### config.mk
export PLATFORM = sky130hd
export DESIGN_NAME = mmc1_serial_ctrl
export DESIGN_NICKNAME = d
export VERILOG_FILES = /design/src/rtl/mmc1_serial_ctrl.sv
export SDC_FILE = /design/constraint.sdc
export NUM_CORES = 1
export LEC_CHECK = 0
export BUFFER_PORTS_ARGS = -buffer_cell sky130_fd_sc_hd__buf_2
export CAP_MARGIN = 20
export CORE_ASPECT_RATIO = 1.2
export CORE_MARGIN = 3
export CORE_UTILIZATION = 53
export CTS_CLUSTER_DIAMETER = 120
export DETAILED_ROUTE_END_ITERATION = 8
export PLACE_DENSITY_LB_ADDON = 0.05
export SLEW_MARGIN = 15
export SYNTH_ARGS = -nofsm -noshare
export SYNTH_HDL_FRONTEND = slang
export SYNTH_SLANG_ARGS = --single-unit
### constraint.sdc
create_clock -name ck -period 2.7 [get_ports ck]
set_clock_uncertainty 0.15 [all_clocks]
set_input_delay 0.135 -clock ck [delete_from_list [all_inputs] [get_ports ck]]
set_output_delay 0.135 -clock ck [all_outputs]
set_load 0.03 [all_outputs]
### src/rtl/mmc1_serial_ctrl.sv
// MMC1 serial bank-register loader: gathers five LSB-first data bits per register write,
// commits them to control/CHR0/CHR1/PRG and decodes the registers onto cartridge address lines.
module mmc1_serial_ctrl #(
   parameter logic [4:0] CTRL_RESET    = 5'h0C,
   parameter bit         CONSEC_FILTER = 1'b1
) (
   input  logic       ck,
   input  logic       res,
   input  logic       wr_stb,
   input  logic       cpu_a14,
   input  logic       cpu_a13,
   input  logic       cpu_d0,
   input  logic       cpu_d7,
   input  logic       ppu_a12,
   input  logic       ppu_a11,
   input  logic       ppu_a10,
   output logic       upd,
   output logic [4:0] ctrl_q,
   output logic [4:0] chr0_q,
   output logic [4:0] chr1_q,
   output logic [4:0] prg_q,
   output logic [3:0] prg_a,
   output logic [4:0] chr_a,
   output logic       ciram_a10,
   output logic       prg_ram_ce_n
);

   // wr_stb is a bare one-cycle strobe with no back-pressure: every accepted strobe is
   // consumed in the cycle it is seen, and upd reports a commit one cycle later.
   logic [3:0] sr_q, sr_d;
   logic [2:0] cnt_q, cnt_d;
   logic       last_q, last_d;
   logic       upd_q, upd_d;
   logic [4:0] ctrl_d, chr0_d, chr1_d, prg_d;
   logic       accept;
   logic [4:0] value;

   always_comb begin
      sr_d   = sr_q;
      cnt_d  = cnt_q;
      last_d = wr_stb;
      upd_d  = 1'b0;
      ctrl_d = ctrl_q;
      chr0_d = chr0_q;
      chr1_d = chr1_q;
      prg_d  = prg_q;
      value  = {cpu_d0, sr_q};
      // A read-modify-write instruction issues two strobes back to back; only the first counts.
      accept = wr_stb & ~(CONSEC_FILTER & last_q);
      if (accept) begin
         if (cpu_d7) begin
            sr_d   = 4'h0;
            cnt_d  = 3'd0;
            ctrl_d = ctrl_q | CTRL_RESET;
         end else if (cnt_q < 3'd4) begin
            sr_d  = {cpu_d0, sr_q[3:1]};
            cnt_d = cnt_q + 3'd1;
         end else begin
            unique case ({cpu_a14, cpu_a13})
               2'b00:   ctrl_d = value;
               2'b01:   chr0_d = value;
               2'b10:   chr1_d = value;
               default: prg_d  = value;
            endcase
            sr_d  = 4'h0;
            cnt_d = 3'd0;
            upd_d = 1'b1;
         end
      end
   end

   always_ff @(posedge ck) begin
      if (res) begin
         sr_q   <= 4'h0;
         cnt_q  <= 3'd0;
         last_q <= 1'b0;
         upd_q  <= 1'b0;
         ctrl_q <= CTRL_RESET;
         chr0_q <= 5'h00;
         chr1_q <= 5'h00;
         prg_q  <= 5'h00;
      end else begin
         sr_q   <= sr_d;
         cnt_q  <= cnt_d;
         last_q <= last_d;
         upd_q  <= upd_d;
         ctrl_q <= ctrl_d;
         chr0_q <= chr0_d;
         chr1_q <= chr1_d;
         prg_q  <= prg_d;
      end
   end

   assign upd          = upd_q;
   assign prg_ram_ce_n = prg_q[4];

   always_comb begin
      unique case (ctrl_q[1:0])
         2'd0:    ciram_a10 = 1'b0;
         2'd1:    ciram_a10 = 1'b1;
         2'd2:    ciram_a10 = ppu_a10;
         default: ciram_a10 = ppu_a11;
      endcase

      // Modes 0/1 switch 32 KiB; mode 2 fixes the first bank low, mode 3 fixes the last bank high.
      unique case (ctrl_q[3:2])
         2'd0, 2'd1: prg_a = {prg_q[3:1], cpu_a14};
         2'd2:       prg_a = cpu_a14 ? prg_q[3:0] : 4'h0;
         default:    prg_a = cpu_a14 ? 4'hF : prg_q[3:0];
      endcase

      if (ctrl_q[4]) chr_a = ppu_a12 ? chr1_q : chr0_q;
      else           chr_a = {chr0_q[4:1], ppu_a12};
   end

endmodule

==> results.ini <==
[die]
die_x_microns=51.84
dieArea_sq_um=3162
pin_count=42
dieHeight_microns=61.01
coreArea_sq_um=2354
rows=19
start_util_pct=56.78

[finish]
diodes=0
syn_to_final_growth_pct=21.07
drive_above_1_share_pct=29.41
design.final.nets=197
fillCellCount=221

[flow_run]
drv_cap=0

[clock_tree]
cts_buffers=5
cts_sinks=29
root_buffer=clkbuf_4
clk_latency_ns=0.32
cts.clk_slew.worst_paths_ns=0.08
cts_max_level=2
cts_tree=built
clockBufferDepth=2

[global_route]
gr-total-overflow=0
grt_pass1_wl_microns=4905
antenna_found_initial=0
grt.total_usage_pct=21.32
grt_max_degree=39
grt_pass1_vias=1123

[timing]
worstMarginPinSlew_ns=0.6374
fin_crit_sh_pct=65.51
fin_tns_setup_ns=0
maxSlewViolCount=0
rsz0062_at_grt=false
setup_ws_ns=0.9312
finalCriticalPeriod_ns=1.769
relSlewSlack_pct=57.41
hold_viol_final=0
setup_violations=0
fmax_mhz=565.3

[setup_path]
ff2ff_setup_slack_ns=1.05
path_class=in -> reg
cp-start-kind=input pin
cpPeakStageDelay_ns=0.52
rr_startpoint=last_q
critPathCapture=chr1_q[1]
setup.worst_path.start=wr_stb
crit_chain=dlygate4sd3_1 > buf_2 > or3b_1 > nor3_2 > mux2i_1
rr_endpoint=chr1_q[1]
critPathSlowestCell=dlygate4sd3_1
cp-end-kind=flip-flop
rr_worst_depth=3
worstPathArrival_ns=1.87
required_ns=2.80
cp_max_fo=8

[synth]
synthXorXnorAreaFrac_pct=0
synth_top_family_by_area=simple AND/OR/NAND/NOR gates
ys_warn_count=0
synth_common_cells=29 x dfxtp_1, 23 x nand2b_1, 16 x mux2i_1
synth_compound_area_share_pct=10.77
yosysSeqAreaShare_pct=43.45
synth_cell_types=30
ys_ff_latch=29
yosys.area_share.simple_pct=26.31
synthMuxAreaShare_pct=15.36
synth_async_sr_flop_share_pct=0
syn_nets=155
yosys.area.top_type=dfxtp_1
syn_area_sq_um=1336
syn_area_per_cell_sq_um=9.280
synth_top_cell_area_share_pct=43.45
yosysMostFrequentCell=dfxtp_1
synth_fa_ha_area_share_pct=0.9363
synth_edf_count=0
synth_cells=144
synthTopCellsByArea=dfxtp_1 43%, mux2i_1 12%, nand2b_1 11%
yosys_most_used_dff=dfxtp_1

[power_and_ir_drop]
power_density_nw_per_um2=452.2
vdd_drop_max_mv=0.4112
leakage_nw=0.7542

[detailed_routing]
post-route-drc-count=0
vias_per_cell=5.463
dr.first_iter.drc_count=26
first_pass_iters=4
drt-total-wl_microns=2965
ant_nets=0
vias=1191
wl_per_cell_microns=13.60

[place]
port_buffers=41
gp_congestion=0.8013
dp_hpwl_microns=2247
place_ws_ns=1.040

[run_status]
outcome=complete, no violations

[worst_hold_path]
hp-class=in -> reg

[per-stage QoR]
step / area (sq um) / utilization, % / hold WS [ns] / std cells / power (W)
after floorplan: 1336 / - / 0.1132 / 144 / 0.0004798
final: 1618 / 68.74 / 0.05444 / 218 / 0.0007315
after detailed placement: 1549 / 65.82 / 0.2641 / 208 / 0.0004988
after global routing: 1618 / 68.74 / 0.04809 / 218 / 0.0007716
after CTS: 1618 / 68.74 / 0.04238 / 218 / 0.0007413
after global placement: 1549 / 65.82 / 0.2416 / 208 / 0.0004968
[where the power goes]
part	switching [W]	total (W)	internal [W]
registers	0.00000246	0.000432	0.000430
clock network	0.000137	0.000241	0.000104
logic	0.0000359	0.0000584	0.0000225
[worst min path at each step]
stage	depth (start not counted)	slack [ns]	end	startpoint
floorplan	1	0.11	last_q	wr_stb
global placement	2	0.24	last_q	wr_stb
global route	3	0.05	chr1_q[0]	cpu_a13
finish	3	0.05	chr1_q[0]	cpu_a13
CTS	3	0.04	chr1_q[0]	cpu_a13
detailed placement	2	0.26	last_q	wr_stb
[layout make-up]
class	count	area [sq um]	share of cell area, %
sequential	29	580.6	35.89
tap	31	38.79	2.398
multi-input combinational	105	713.2	44.08
timing repair buffer	44	232.7	14.39
clock buffer	8	48.80	3.016
inverter	1	3.754	0.2320
[cells by family (layout without fill, tap and decap cells)]
logic type / after synthesis / in the layout
adder cells (fa/ha/maj): 1 / 1
flip-flops: 29 / 29
AND/OR/NAND/NOR: 59 / 59
AO/OA/AOI/OAI: 25 / 25
multiplexers: 20 / 20
buffers and inverters: 10 / 53
[worst max-delay path, delay by kind of cell]
family / cells / cell delay [ns]
multiplexers: 1 / 0.22
AND/OR/NAND/NOR: 2 / 0.86
buffers and inverters: 2 / 0.65
[sequential cells by signal (all words and copies together) (netlist names)]
signal,flops
chr1_q,5
cnt_q,3
ctrl_q,5
upd,1
sr_q,4
last_q,1
chr0_q,5
prg_q,5
[layout by cell type, fill, tap and decap left out]
master         count
nand3_1            3
ha_1               1
dlygate4sd3_1      2
mux2_2             4
a31oi_1            1
a21oi_1           14
nor3b_2            1
clkbuf_1           3
nand4b_1           1
buf_2             41
nor4b_1            1
nand2_1            3
or3b_2             1
nor2_1            14
nor3_2             1
clkbuf_4           5
nand4_1            1
nand2b_1          23
inv_1              1
or3_4              1
mux2i_1           16
a22oi_1            5
a211oi_1           2
nand3b_1           1
nor4_1             4
dfxtp_1           29
buf_4              1
or3b_1             1
nor2b_1            1
o21ai_0            3
nor3b_1            2
[routing by layer]
layer	global-route usage [%]	part of all wire [%]	up-vias
met5	0	0	-
met4	11.24	2.0	0
met3	7.862	5.7	6
met2	35.73	51	29
met1	23.48	41	564
li1	-	-	592
[timing repair]
item / in CTS / in global routing
gates resized for setup: 0 / 0
hold endpoints to repair: 3 / 0
hold buffers: 2 / 0
setup buffers: 0 / 0
(Power assumes the default switching activity.)
